--- src/rtl/pipe_ctrl_unit.sv ---
// RV32I five-stage pipeline control: ID decode, ID/EX -> EX/MEM -> MEM/WB control
// registers, hazard detection, operand forwarding, EX branch resolution and perf counters.
module pipe_ctrl_unit #(
  parameter int REG_ADDR_W = 5,
  parameter bit FWD_EN     = 1'b1,
  parameter int CNT_W      = 32
) (
  input  logic                  clk,
  input  logic                  rst,
  input  logic [31:0]           instr_id,
  input  logic                  valid_id,
  input  logic                  br_eq_ex,
  input  logic                  br_lt_ex,
  output logic [2:0]            imm_sel_id,
  output logic                  illegal_id,
  output logic                  stall_if,
  output logic                  flush_ifid,
  output logic                  a_sel_ex,
  output logic                  b_sel_ex,
  output logic [3:0]            alu_sel_ex,
  output logic                  br_un_ex,
  output logic                  pc_sel_ex,
  output logic [1:0]            fwd_a_ex,
  output logic [1:0]            fwd_b_ex,
  output logic                  mem_wr_mem,
  output logic                  mem_rd_mem,
  output logic [2:0]            funct3_mem,
  output logic                  reg_wen_wb,
  output logic [1:0]            wb_sel_wb,
  output logic [REG_ADDR_W-1:0] rd_wb,
  output logic [CNT_W-1:0]      stall_cnt,
  output logic [CNT_W-1:0]      flush_cnt
);

  localparam int STAGES = 3;

  localparam logic [4:0] OPC_LOAD   = 5'b00000;
  localparam logic [4:0] OPC_OPIMM  = 5'b00100;
  localparam logic [4:0] OPC_AUIPC  = 5'b00101;
  localparam logic [4:0] OPC_STORE  = 5'b01000;
  localparam logic [4:0] OPC_OP     = 5'b01100;
  localparam logic [4:0] OPC_LUI    = 5'b01101;
  localparam logic [4:0] OPC_BRANCH = 5'b11000;
  localparam logic [4:0] OPC_JALR   = 5'b11001;
  localparam logic [4:0] OPC_JAL    = 5'b11011;

  localparam logic [2:0] IMM_I = 3'd0;
  localparam logic [2:0] IMM_U = 3'd1;
  localparam logic [2:0] IMM_S = 3'd2;
  localparam logic [2:0] IMM_B = 3'd3;
  localparam logic [2:0] IMM_J = 3'd4;

  localparam logic [3:0] ALU_ADD   = 4'd0;
  localparam logic [3:0] ALU_SUB   = 4'd1;
  localparam logic [3:0] ALU_AND   = 4'd2;
  localparam logic [3:0] ALU_OR    = 4'd3;
  localparam logic [3:0] ALU_XOR   = 4'd4;
  localparam logic [3:0] ALU_SLL   = 4'd5;
  localparam logic [3:0] ALU_SRL   = 4'd6;
  localparam logic [3:0] ALU_SRA   = 4'd7;
  localparam logic [3:0] ALU_SLT   = 4'd8;
  localparam logic [3:0] ALU_SLTU  = 4'd9;
  localparam logic [3:0] ALU_PCIMM = 4'd10;
  localparam logic [3:0] ALU_IMM   = 4'd11;

  localparam logic [1:0] WB_MEM = 2'd0;
  localparam logic [1:0] WB_ALU = 2'd1;
  localparam logic [1:0] WB_PC4 = 2'd2;

  typedef struct packed {
    logic                  a_sel;
    logic                  b_sel;
    logic [3:0]            alu_sel;
    logic                  br_un;
    logic                  is_br;
    logic                  is_jmp;
    logic [2:0]            funct3;
    logic                  mem_rd;
    logic                  mem_wr;
    logic                  reg_wen;
    logic [1:0]            wb_sel;
    logic [REG_ADDR_W-1:0] rd;
    logic [REG_ADDR_W-1:0] rs1;
    logic [REG_ADDR_W-1:0] rs2;
  } idex_t;

  typedef struct packed {
    logic                  mem_rd;
    logic                  mem_wr;
    logic [2:0]            funct3;
    logic                  reg_wen;
    logic [1:0]            wb_sel;
    logic [REG_ADDR_W-1:0] rd;
  } exmem_t;

  typedef struct packed {
    logic                  reg_wen;
    logic [1:0]            wb_sel;
    logic [REG_ADDR_W-1:0] rd;
  } memwb_t;

  function automatic logic [3:0] alu_of(input logic [2:0] f3, input logic alt);
    logic [3:0] op;
    case (f3)
      3'd0:    op = alt ? ALU_SUB : ALU_ADD;
      3'd1:    op = ALU_SLL;
      3'd2:    op = ALU_SLT;
      3'd3:    op = ALU_SLTU;
      3'd4:    op = ALU_XOR;
      3'd5:    op = alt ? ALU_SRA : ALU_SRL;
      3'd6:    op = ALU_OR;
      default: op = ALU_AND;
    endcase
    return op;
  endfunction

  logic [4:0]            opc;
  logic [2:0]            f3;
  logic                  f7b5;
  logic [REG_ADDR_W-1:0] rd_f, rs1_f, rs2_f;
  logic                  unused_instr;

  assign opc   = instr_id[6:2];
  assign f3    = instr_id[14:12];
  assign f7b5  = instr_id[30];
  assign rd_f  = REG_ADDR_W'(instr_id[11:7]);
  assign rs1_f = REG_ADDR_W'(instr_id[19:15]);
  assign rs2_f = REG_ADDR_W'(instr_id[24:20]);
  assign unused_instr = ^{instr_id[31], instr_id[29:25], instr_id[1:0]};

  idex_t      dec, ex_q, ex_d;
  exmem_t     mem_q;
  memwb_t     wb_q;
  logic       legal, use1, use2;
  logic [2:0] imm_sel;
  logic [STAGES-1:0] vld_pipe;

  always_comb begin
    dec     = '0;
    legal   = 1'b0;
    imm_sel = IMM_I;
    use1    = 1'b0;
    use2    = 1'b0;
    dec.funct3 = f3;
    dec.rd     = rd_f;
    case (opc)
      OPC_LOAD: begin
        legal = (f3 != 3'd3) && (f3 != 3'd6) && (f3 != 3'd7);
        dec.b_sel = 1'b1; dec.mem_rd = 1'b1; dec.reg_wen = 1'b1; dec.wb_sel = WB_MEM;
        use1 = 1'b1;
      end
      OPC_OPIMM: begin
        legal = 1'b1;
        dec.b_sel = 1'b1; dec.alu_sel = alu_of(f3, f7b5 & (f3 == 3'd5));
        dec.reg_wen = 1'b1; dec.wb_sel = WB_ALU;
        use1 = 1'b1;
      end
      OPC_OP: begin
        legal = 1'b1;
        dec.alu_sel = alu_of(f3, f7b5 & ((f3 == 3'd0) || (f3 == 3'd5)));
        dec.reg_wen = 1'b1; dec.wb_sel = WB_ALU;
        use1 = 1'b1; use2 = 1'b1;
      end
      OPC_AUIPC: begin
        legal = 1'b1; imm_sel = IMM_U;
        dec.a_sel = 1'b1; dec.b_sel = 1'b1; dec.alu_sel = ALU_PCIMM;
        dec.reg_wen = 1'b1; dec.wb_sel = WB_ALU;
      end
      OPC_LUI: begin
        legal = 1'b1; imm_sel = IMM_U;
        dec.b_sel = 1'b1; dec.alu_sel = ALU_IMM;
        dec.reg_wen = 1'b1; dec.wb_sel = WB_ALU;
      end
      OPC_STORE: begin
        legal = (f3 == 3'd0) || (f3 == 3'd1) || (f3 == 3'd2);
        imm_sel = IMM_S;
        dec.b_sel = 1'b1; dec.mem_wr = 1'b1;
        use1 = 1'b1; use2 = 1'b1;
      end
      OPC_BRANCH: begin
        legal = (f3 != 3'd2) && (f3 != 3'd3);
        imm_sel = IMM_B;
        dec.a_sel = 1'b1; dec.b_sel = 1'b1; dec.is_br = 1'b1; dec.br_un = f3[1];
        use1 = 1'b1; use2 = 1'b1;
      end
      OPC_JAL: begin
        legal = 1'b1; imm_sel = IMM_J;
        dec.a_sel = 1'b1; dec.b_sel = 1'b1; dec.is_jmp = 1'b1;
        dec.reg_wen = 1'b1; dec.wb_sel = WB_PC4;
      end
      OPC_JALR: begin
        legal = (f3 == 3'd0);
        dec.b_sel = 1'b1; dec.is_jmp = 1'b1;
        dec.reg_wen = 1'b1; dec.wb_sel = WB_PC4;
        use1 = 1'b1;
      end
      default: ;
    endcase
    if (rd_f == '0) dec.reg_wen = 1'b0;
    // Unused source fields are zeroed so hazard/forward compares never match them.
    dec.rs1 = use1 ? rs1_f : '0;
    dec.rs2 = use2 ? rs2_f : '0;
  end

  logic id_ok, hit_ex, hit_mem, load_use, raw_stall, hazard, taken, id_acc;

  assign id_ok      = valid_id & legal;
  assign imm_sel_id = valid_id ? imm_sel : IMM_I;
  assign illegal_id = valid_id & ~legal;

  assign hit_ex  = (ex_q.rd != '0)  && ((dec.rs1 == ex_q.rd)  || (dec.rs2 == ex_q.rd));
  assign hit_mem = (mem_q.rd != '0) && ((dec.rs1 == mem_q.rd) || (dec.rs2 == mem_q.rd));

  assign load_use  = id_ok & ex_q.mem_rd & hit_ex;
  assign raw_stall = !FWD_EN && id_ok && ((ex_q.reg_wen && hit_ex) || (mem_q.reg_wen && hit_mem));
  assign hazard    = load_use | raw_stall;

  // funct3[2] picks lt vs eq, funct3[0] inverts (BNE/BGE/BGEU).
  assign taken     = ex_q.is_br & ((ex_q.funct3[2] ? br_lt_ex : br_eq_ex) ^ ex_q.funct3[0]);
  assign pc_sel_ex = vld_pipe[0] & (taken | ex_q.is_jmp);

  assign flush_ifid = pc_sel_ex;
  assign stall_if   = hazard & ~pc_sel_ex;
  assign id_acc     = id_ok & ~hazard & ~pc_sel_ex;
  assign ex_d       = id_acc ? dec : '0;

  always_comb begin
    fwd_a_ex = 2'd0;
    fwd_b_ex = 2'd0;
    if (FWD_EN) begin
      if (mem_q.reg_wen && mem_q.rd == ex_q.rs1 && ex_q.rs1 != '0)     fwd_a_ex = 2'd2;
      else if (wb_q.reg_wen && wb_q.rd == ex_q.rs1 && ex_q.rs1 != '0) fwd_a_ex = 2'd1;
      if (mem_q.reg_wen && mem_q.rd == ex_q.rs2 && ex_q.rs2 != '0)     fwd_b_ex = 2'd2;
      else if (wb_q.reg_wen && wb_q.rd == ex_q.rs2 && ex_q.rs2 != '0) fwd_b_ex = 2'd1;
    end
  end

  always_ff @(posedge clk or posedge rst) begin
    if (rst) begin
      vld_pipe <= '0;
      ex_q     <= '0;
      mem_q    <= '0;
      wb_q     <= '0;
    end else begin
      vld_pipe     <= {vld_pipe[STAGES-2:0], id_acc};
      ex_q         <= ex_d;
      mem_q.mem_rd  <= ex_q.mem_rd;
      mem_q.mem_wr  <= ex_q.mem_wr;
      mem_q.funct3  <= vld_pipe[0] ? ex_q.funct3 : 3'd0;
      mem_q.reg_wen <= ex_q.reg_wen;
      mem_q.wb_sel  <= ex_q.wb_sel;
      mem_q.rd      <= ex_q.rd;
      wb_q.reg_wen  <= mem_q.reg_wen;
      wb_q.wb_sel   <= mem_q.wb_sel;
      wb_q.rd       <= mem_q.rd;
    end
  end

  always_ff @(posedge clk or posedge rst) begin
    if (rst) begin
      stall_cnt <= '0;
      flush_cnt <= '0;
    end else begin
      if (stall_if && stall_cnt != '1)  stall_cnt <= stall_cnt + CNT_W'(1);
      if (pc_sel_ex && flush_cnt != '1) flush_cnt <= flush_cnt + CNT_W'(1);
    end
  end

  assign a_sel_ex   = ex_q.a_sel;
  assign b_sel_ex   = ex_q.b_sel;
  assign alu_sel_ex = ex_q.alu_sel;
  assign br_un_ex   = ex_q.br_un;
  assign mem_wr_mem = vld_pipe[1] & mem_q.mem_wr;
  assign mem_rd_mem = vld_pipe[1] & mem_q.mem_rd;
  assign funct3_mem = mem_q.funct3;
  assign reg_wen_wb = vld_pipe[2] & wb_q.reg_wen;
  assign wb_sel_wb  = wb_q.wb_sel;
  assign rd_wb      = wb_q.rd;

endmodule

--- config.mk ---
export PLATFORM = sky130hd
export DESIGN_NAME = pipe_ctrl_unit
export DESIGN_NICKNAME = d
export VERILOG_FILES = /design/src/rtl/pipe_ctrl_unit.sv
export SDC_FILE = /design/constraint.sdc
export NUM_CORES = 1
export LEC_CHECK = 0
export CAP_MARGIN = 30
export CORE_UTILIZATION = 46
export CTS_CLUSTER_SIZE = 20
export DETAILED_ROUTE_END_ITERATION = 6
export PLACE_DENSITY = 0.77
export SYNTH_ARGS = -nofsm -noshare
export SYNTH_HDL_FRONTEND = slang
export SYNTH_SLANG_ARGS = --single-unit
--- constraint.sdc ---
create_clock -name clk -period 3.95 [get_ports clk]
set_input_delay 0.9875 -clock clk [delete_from_list [all_inputs] [get_ports clk]]
set_output_delay 0.9875 -clock clk [all_outputs]
set_load 0.02 [all_outputs]
Word level (Yosys, flattened, before mapping)
Index checks and enable logic that the tools add are counted.
W data, S select, Z words.
{"block": "totals", "reg_bits": 120, "inputBits": 37, "out_inout_bits": 95, "word_cells": 134}
{"block": "op_classes", "add_sub_neg": 2, "eq_ne": 26, "mux": 29, "bitwise_logic": 19, "reduce_logical": 32}
{"cell": "$add A32 B1 Y32 const B", "n": 2}
{"cell": "$ne A32 B32 Y1 const B", "n": 2}
{"cell": "$pmux W4 S7", "n": 2}
{"cell": "$mux W32", "n": 1}
{"cell": "$eq A5 B5 Y1", "n": 6}
{"cell": "$pmux W4 S4", "n": 1}
{"cell": "$eq A5 B4 Y1 const B", "n": 3}
{"cell": "$eq A5 B5 Y1 const B", "n": 3}
{"cell": "$mux W1", "n": 15}
{"cell": "$reduce_bool A5 Y1", "n": 3}
{"cell": "$and A1 B1 Y1", "n": 14}
{"cell": "$logic_and A1 B1 Y1", "n": 14}
{"cell": "$pmux W3 S4", "n": 1}
{"cell": "$eq A5 B3 Y1 const B", "n": 2}
{"cell": "$logic_not A5 Y1", "n": 2}
{"cell": "$mux W5", "n": 2}
{"cell": "$eq A3 B3 Y1 const B", "n": 3}
{"cell": "$pmux W3 S3", "n": 1}
{"cell": "$reduce_or A8 Y1", "n": 1}
{"cell": "$eq A3 B2 Y1 const B", "n": 2}
{"cell": "$mux W2", "n": 3}
{"cell": "$mux W3", "n": 2}
{"cell": "$ne A3 B2 Y1 const B", "n": 2}
{"cell": "$ne A3 B3 Y1 const B", "n": 2}
{"cell": "other kinds (12)", "n": 19}

Depth between registers and ports, before layout
{"block": "depth", "word_depth": 12, "ltp_mapped": 10, "mapped_depth_nobuf": 8}

Worst setup path before layout
No wires, ideal clock.
{"block": "synth_timing", "path_kind": "input to output", "startpoint": "in instr_id[4]", "endpoint": "out stall_if", "arrival_ps": 2695, "required_ps": 2963, "slack_ps": 267, "path_stages": 8, "path_buffers": 2, "path_cell_list": "buf_2 > nand3b_1 > a21oi_4 > nand2_2 > a2111oi_4 > a22oi_4 > clkbuf_1 > nor2_1"}
{"block": "synth_via", "elab_chain_cells": 9, "word_cells_on_any_way": 25, "classes_between": "10 x eq/ne; 5 x mux; 4 x bitwise; 6 x reduce/logical"}
{"element": "from (decl)", "line": "10", "text": "input logic [31:0] instr_id,"}
{"element": "$eq A5 B5 Y1, or another cell as far along", "line": "146", "text": "case (opc)"}
{"element": "$reduce_or A6 Y1 (no source line) or $reduce_or A3 Y1 (tied branches)"}
{"element": "$mux W1", "line": "146"}
{"element": "$mux W5, on equally long branches", "line": "201, 202"}
{"element": "$eq A5 B5 Y1", "line": "211", "text": "assign hit_ex = (ex_q.rd != '0) && ((dec.rs1 == ex_q.rd) || (dec.rs2 == ex_q.rd));"}
{"element": "$logic_or A1 B1 Y1", "line": "211"}
{"element": "$logic_and A1 B1 Y1", "line": "211"}
{"element": "$and A1 B1 Y1 *", "line": "214", "text": "assign load_use = id_ok & ex_q.mem_rd & hit_ex;"}
{"element": "$and A1 B1 Y1 *", "line": "223", "text": "assign stall_if = hazard & ~pc_sel_ex;"}
{"element": "to (decl)", "line": "16", "text": "output logic stall_if,"}
Every way passes the cells marked *; elsewhere a longest branch is shown, timed or not.

Worst setup path after layout
{"block": "layout_timing", "startpoint": "in br_lt_ex", "endpoint": "out pc_sel_ex"}
{"block": "layout_via", "elab_chain_cells": 5}
{"element": "from (decl)", "line": "13", "text": "input logic br_lt_ex,"}
{"element": "$mux W1", "line": "219", "text": "assign taken = ex_q.is_br & ((ex_q.funct3[2] ? br_lt_ex : br_eq_ex) ^ ex_q.funct3[0]);"}
{"element": "$xor A1 B1 Y1", "line": "219"}
{"element": "$and A1 B1 Y1", "line": "219"}
{"element": "$or A1 B1 Y1", "line": "220", "text": "assign pc_sel_ex = vld_pipe[0] & (taken | ex_q.is_jmp);"}
{"element": "$and A1 B1 Y1", "line": "220"}
{"element": "to (decl)", "line": "22", "text": "output logic pc_sel_ex,"}
No other way between the ends.

==> insert_results.sql <==
INSERT INTO impl_metrics (metric_group, metric, value, unit) VALUES
('power', 'power.static_leakage', '3.69', 'nW'),
('power', 'netSwitchingFraction', '0.218', ''),
('critical_path', 'critPathKind', 'primary input to primary output', ''),
('global_route', 'first_pass_grt_wire_length', '23500', 'um'),
('min_path', 'hold_path_class', 'register to register', ''),
('floorplanning', 'rows', '40', ''),
('sta', 'fin_crit_sh', '0.985', ''),
('power', 'combinationalPowerShare', '0.063', ''),
('power', 'power_frac_seq', '0.434', ''),
('synth', 'post_synth_inst_count', '559', ''),
('synth', 'yosys-mux-area-fraction', '0.00363', ''),
('sta', 'max_slew_margin', '0.397', ''),
('floorplanning', 'floorplan.initialDensity', '0.480', ''),
('detailed_routing', 'routed_wirelength', '14300', 'um'),
('detailed_routing', 'first_pass_iters', '4', ''),
('power', 'power.clock.fraction', '0.503', ''),
('outcome', 'status', 'completed', ''),
('final_layout', 'most-common-layout-cells', '120 x dfrtp_1, 118 x clkdlybuf4s50_1, 50 x xor2_1', ''),
('detailed_routing', 'dr.first_iter.drc_count', '230', ''),
('place', 'place_hpwl', '10300', 'um'),
('job', 'maxCapViolations', '0', ''),
('critical_path', 'critical_path.slowest_cell', 'clkdlybuf4s50_1', ''),
('final_layout', 'syn_to_final_growth', '34.8', '%'),
('floorplanning', 'die_h', '115', 'um'),
('place', 'place.port_buffers', '123', ''),
('critical_path', 'setup.worst_path.end_class', 'primary output', ''),
('final_layout', 'fin_cells', '876', ''),
('critical_path', 'critical_path.max_stage_delay', '0.62', 'ns'),
('clocking', 'postCtsHoldBufs', '0', ''),
('sta', 'clock_skew', '0.0107', 'ns'),
('synth', 'distinct_cells_synth', '58', ''),
('detailed_routing', 'route.vias.total', '4721', ''),
('global_route', 'first_global_vias', '4662', ''),
('synth', 'synth-xor-area-share', '0.126', ''),
('clocking', 'cts.clk_slew.worst_paths', '0.05', 'ns'),
('floorplanning', 'coreArea', '12200', 'um^2'),
('detailed_routing', 'routed_wire_length_per_instance', '16.3', 'um'),
('clocking', 'clock_latency', '0.42', 'ns'),
('critical_path', 'crit_cells', '7', ''),
('detailed_routing', 'avgViaCountPerCell', '5.39', ''),
('synth', 'synthesis.nets', '598', ''),
('synth', 'postSynthAreaPerCell', '10.5', 'um^2'),
('global_route', 'grt_start_max_net_pins', '42', ''),
('synth', 'dominantRegCellSynth', 'dfrtp_1', ''),
('clocking', 'cts_max_path_buffers', '2', ''),
('sta', 'tightestPinTransition', '0.897', 'ns'),
('place', 'placed_area', '7350', 'um^2'),
('synth', 'synth.yosys.seq_area_share', '0.512', ''),
('power', 'worst_ir_drop_vdd', '0.000323', 'V'),
('global_route', 'grt_antenna_before_repair', '0', ''),
('floorplanning', 'die_w', '115', 'um'),
('final_layout', 'layout.nets', '734', ''),
('detailed_routing', 'antenna_violating_nets_post_route', '0', ''),
('synth', 'ys.warnings.count', '0', ''),
('sta', 'hold_slack', '0.345', 'ns'),
('sta', 'final_hold_viol_count', '0', ''),
('sta', 'max_freq', '257', 'MHz'),
('floorplanning', 'ioPinCount', '132', ''),
('synth', 'asyncSetResetFlopFracSynth', '1.00', ''),
('critical_path', 'path_common_cell', 'clkdlybuf4s50_1', ''),
('final_layout', 'finish.instance_area', '7900', 'um^2'),
('synth', 'postSynthRegisterBits', '120', ''),
('synth', 'synth_simple_gate_area_share', '0.242', ''),
('clocking', 'numClockSinks', '120', ''),
('sta', 'setup_tns', '0', 'ns'),
('sta', 'setup_violations', '0', ''),
('clocking', 'clockRootBuffer', 'clkbuf_16', ''),
('sta', 'slew_violations', '0', ''),
('power', 'totalPowerFinal', '2.89', 'mW'),
('power', 'net_switching_power', '631', 'uW'),
('detailed_routing', 'drc', '0', '');
## power groups by stage
stage	registers, mW	logic, mW	clock network [mW]
global route	1.26	0.200	1.54
detailed placement	1.28	0.184	0
floorplan	1.27	0.0983	0
global placement	1.27	0.176	0
finish	1.25	0.182	1.45
CTS	1.25	0.184	1.48
## final timing paths
check	slack (ns)	to	start
max	0.06	pc_sel_ex	br_lt_ex
min	0.35	wb_sel_wb[1]$_DFF_PP0_	mem_q[6]$_DFF_PP0_
max reg2reg	1.17	ex_q[2]$_DFF_PP0_	ex_q[10]$_DFF_PP0_
min reg2reg	0.35	wb_sel_wb[1]$_DFF_PP0_	mem_q[6]$_DFF_PP0_
max in group asynchronous	2.59	mem_q[4]$_DFF_PP0_	rst
min in group asynchronous	0.87	ex_q[23]$_DFF_PP0_	rst
## state kept, by name (all words and copies together) (netlist names)
| signal | cells |
|---|---|
| br_un_ex | 1 |
| mem_q | 10 |
| b_sel_ex | 1 |
| ex_q | 25 |
| wb_sel_wb | 2 |
| vld_pipe | 3 |
| a_sel_ex | 1 |
| rd_wb | 5 |
| stall_cnt | 32 |
| flush_cnt | 32 |
| wb_q | 1 |
| alu_sel_ex | 4 |
| funct3_mem | 3 |
## metrics by stage
step / worst slack [ns] / util
finish: 0.0612 / 0.647
global route: 0.000993 / 0.647
CTS: 0.0102 / 0.647
detailed placement: -0.422 / 0.602
global placement: -0.384 / 0.600
floorplan: 0.267 / -
## logic make-up (layout without fill, tap and decap cells)
logic type      after synthesis  in the layout
compound gates               44             44
xor+xnor                     84             84
fa+ha+maj                     2              2
buf+inv                      54            203
flops                       120            120
mux                           2              2
simple gates                253            253
## cell usage after synthesis (all sizes together) (3+ instances only)
master / count / area (um^2)
inv: 16 / 60.1
or2: 3 / 18.8
nor3b: 3 / 22.5
nand4: 28 / 175
nor2: 43 / 161
and4: 7 / 61.3
nand3b: 3 / 22.5
or4: 9 / 67.6
nand2: 36 / 138
clkbuf: 8 / 30.0
or3: 3 / 18.8
and3: 28 / 175
a22oi: 4 / 43.8
buf: 30 / 195
nand2b: 5 / 31.3
a21oi: 9 / 56.3
o22ai: 4 / 25.0
xnor2: 34 / 298
and2: 12 / 75.1
xor2: 50 / 438
nor4: 15 / 138
nor3: 29 / 145
o21ai: 8 / 40.0
nand3: 24 / 120
dfrtp: 120 / 3000
## per-layer routing
metal,vias to the layer above,share of wire,global-route usage
met5,-,0,0
li1,2231,-,-
met3,23,0.052,0.0538
met2,151,0.51,0.384
met1,2316,0.42,0.290
met4,0,0.018,0.104
## timing repair
action / 4_1_cts / 5_1_grt
setup buffers: 0 / 0
resized for setup: 10 / 2
endpoints found under the setup margin: 3 / 4
pin swaps: 2 / 3
## cell type report
cell class	instances	area, um^2
multi-input combinational	385	2590
inverter	16	63.8
tap	168	210
timing repair buffer	155	1480
clock inverter	10	103
clock buffer	22	454
sequential	120	3000
fill	994	4310
No activity file was read; power rests on OpenSTA's default activity.
==> edit (config.mk and constraints unchanged) <==
Change the parameter `CNT_W` from 32 to 64.
--- a/src/rtl/pipe_ctrl_unit.sv
+++ b/src/rtl/pipe_ctrl_unit.sv
@@ -3,7 +3,7 @@
 module pipe_ctrl_unit #(
   parameter int REG_ADDR_W = 5,
   parameter bit FWD_EN     = 1'b1,
-  parameter int CNT_W      = 32
+  parameter int CNT_W      = 64
 ) (
   input  logic                  clk,
   input  logic                  rst,
Ports: changed (resized flush_cnt and stall_cnt); port bits go from 132 to 196. No check against the original RTL was run, so the function may have changed too.
==> edit against the unedited design <==
  * Core utilization decreased by 1.0 points
  * Critical path depth unchanged
  * Worst setup slack got worse by 0.0034 ns
  * The run now ends with design-rule violations left
  * Cell area is 46% higher
  * Total power rose by 29%
  * Critical path type unchanged
  * Wire length is 42% higher
  * Highest routed layer is now met5
  * Sequential cell count rose by 64
  * Area after synthesis increased by 46%
==> edit: results (changes against the unedited design) <==
stage,metric,value,unit,change
timing,hold slack,0.349,ns,+0.00341 ns
critical_path,Slowest Stage Delay on Critical Path,0.56,ns,-0.06 ns
yosys,Mean Syn Cell Area,10.9,µm²,+3.5%
global_routing,first-pass GRT wire length,34300,µm,+46%
route,DR pass1 iterations,7,,+3
place,"Cell Area, Placed",0.0109,mm²,+49%
place,Setup WS pre-CTS,-0.427,ns,-0.00560 ns
clock_tree,clk buf depth,2,,unchanged
route,DR iter-0 viols,327,,+42%
yosys,Synth Area in Compound Gates,3.36,%,-3.0 points
final_layout,Post-layout nets,1053,,+43%
outcome,outcome,"finished, violations left",,
outcome,failing checks,design-rule violations,,
place,port buffer count,187,,+52%
global_routing,largest net degree at the start of global routing,97,,+130%
power_and_ir_drop,Switching Fraction,23.4,%,+1.5 points
power_and_ir_drop,sequential power share,51.0,%,+7.6 points
yosys,Synth area leaders,"dfrtp_1, xnor2_1, xor2_1",,
route,total wire length,20300,µm,+42%
yosys,post-synthesis mux area share,0.380,%,+0.017 points
yosys,Post-Synth Adder-Cell Area,0.292,%,-0.13 points
yosys,Synth Flop Type,dfrtp_1,,
timing,Least-Margin Pin Slew,0.790,ns,-0.107 ns
yosys,asr flop ratio synth,100,%,unchanged
clock_tree,post-CTS setup buffer count,0,,unchanged
global_routing,GRT Total Usage,22.3,%,-0.91 points
yosys,Cell variety after synth,54,,-6.9%
power_and_ir_drop,Pint,2.86,mW,+27%
route,vias per cell,5.35,,-0.81%
global_routing,vias in the first global route,6725,,+44%
final_layout,layout cells sized above 1,10.1,%,-1.6 points
yosys,"Seq/Total Area, Yosys",53.8,%,+2.6 points
yosys,synth cell count leaders,"dfrtp_1, xnor2_1, nand3_1",,
timing,post-route minimum period,3.89,ns,+0.00342 ns
final_layout,Multi-input gate area,0.00372,mm²,+44%
global_routing,initial antenna violation count,1,,+1
place,DP HPWL,14700,µm,+43%
power_and_ir_drop,Leak Pwr,5.20,nW,+41%
final_layout,fillers,1447,,+46%
yosys,Synth warnings,0,,unchanged
hold_path,Hold Crit Class,reg2reg,,
yosys,post-synthesis net count,827,,+38%
route,# DRC,30,,+30
yosys,Post-Synth XOR/XNOR Area,15.4,%,+2.8 points
critical_path,crit-path leading delay family,simple AND/OR/NAND/NOR gates,,
place,dpl cells,1224,,+45%
final_layout,biggest regs,"flush_cnt x64, stall_cnt x64, ex_q x25",,
final_layout,Post-Layout Cell Count,1256,,+43%
power_and_ir_drop,"IR drop worst, VDD",345,µV,+7.0%
timing,final setup skew,0.0118,ns,+0.00108 ns
critical_path,slowest CP cell,or4_4,,
place,routability cong.,0.835,,-7.5%
==> edit: changes by cell type after synthesis, sizes merged, moves of 18 or more <==
| cell | unedited run | this run |
|---|---|---|
| nand2 | 36 | 54 |
| xnor2 | 34 | 106 |
| nand3 | 24 | 55 |
| nand4 | 28 | 50 |
| and3 | 28 | 48 |
| dfrtp | 120 | 184 |
==> edit: final cells by class <==
type	instances	share of cell area [%]
clock buffers	19	3.76
clock inverters	13	1.17
inverters	11	0.391
multi-input cells	561	32.3
flip-flops and latches	184	40.0
well taps	229	2.49
repair buffers	239	19.9
==> edit: path summary, 6_finish.rpt <==
| path | to | from | depth (start not counted) |
|---|---|---|---|
| worst max-delay path | stall_if | instr_id[6] | 7 |
| worst min-delay path | wb_sel_wb[1] | mem_q[6] | 0 |
| worst max register to register | stall_cnt[23] | stall_cnt[50] | 9 |
| worst min register to register | wb_sel_wb[1] | mem_q[6] | 0 |
| max in group asynchronous | ex_q[12] | rst | 3 |
| min in group asynchronous | ex_q[7] | rst | 2 |
==> edit: repair_timing <==
item | 4_1_cts | 5_1_grt
setup endpoints to repair | 2 | 6
gates resized for setup | 9 | 13
gates cloned | 0 | 0
==> edit: layer usage <==
metal,GRT usage (%),wire length [µm],vias up
met2,35.9,9660,189
met3,7.17,1540,26
met5,0,11,-
li1,-,-,3202
met1,28.7,8710,3295
met4,6.39,344,2
==> edit: logic make-up (layout without fill, tap and decap cells) <==
group | Yosys count | count (layout)
XOR/XNOR | 150 | 150
buffers and inverters | 43 | 282
AO/OA/AOI/OAI | 42 | 42
multiplexers | 3 | 3
adder cells (fa/ha/maj) | 2 | 2
flip-flops | 184 | 184
AND/OR/NAND/NOR | 364 | 364
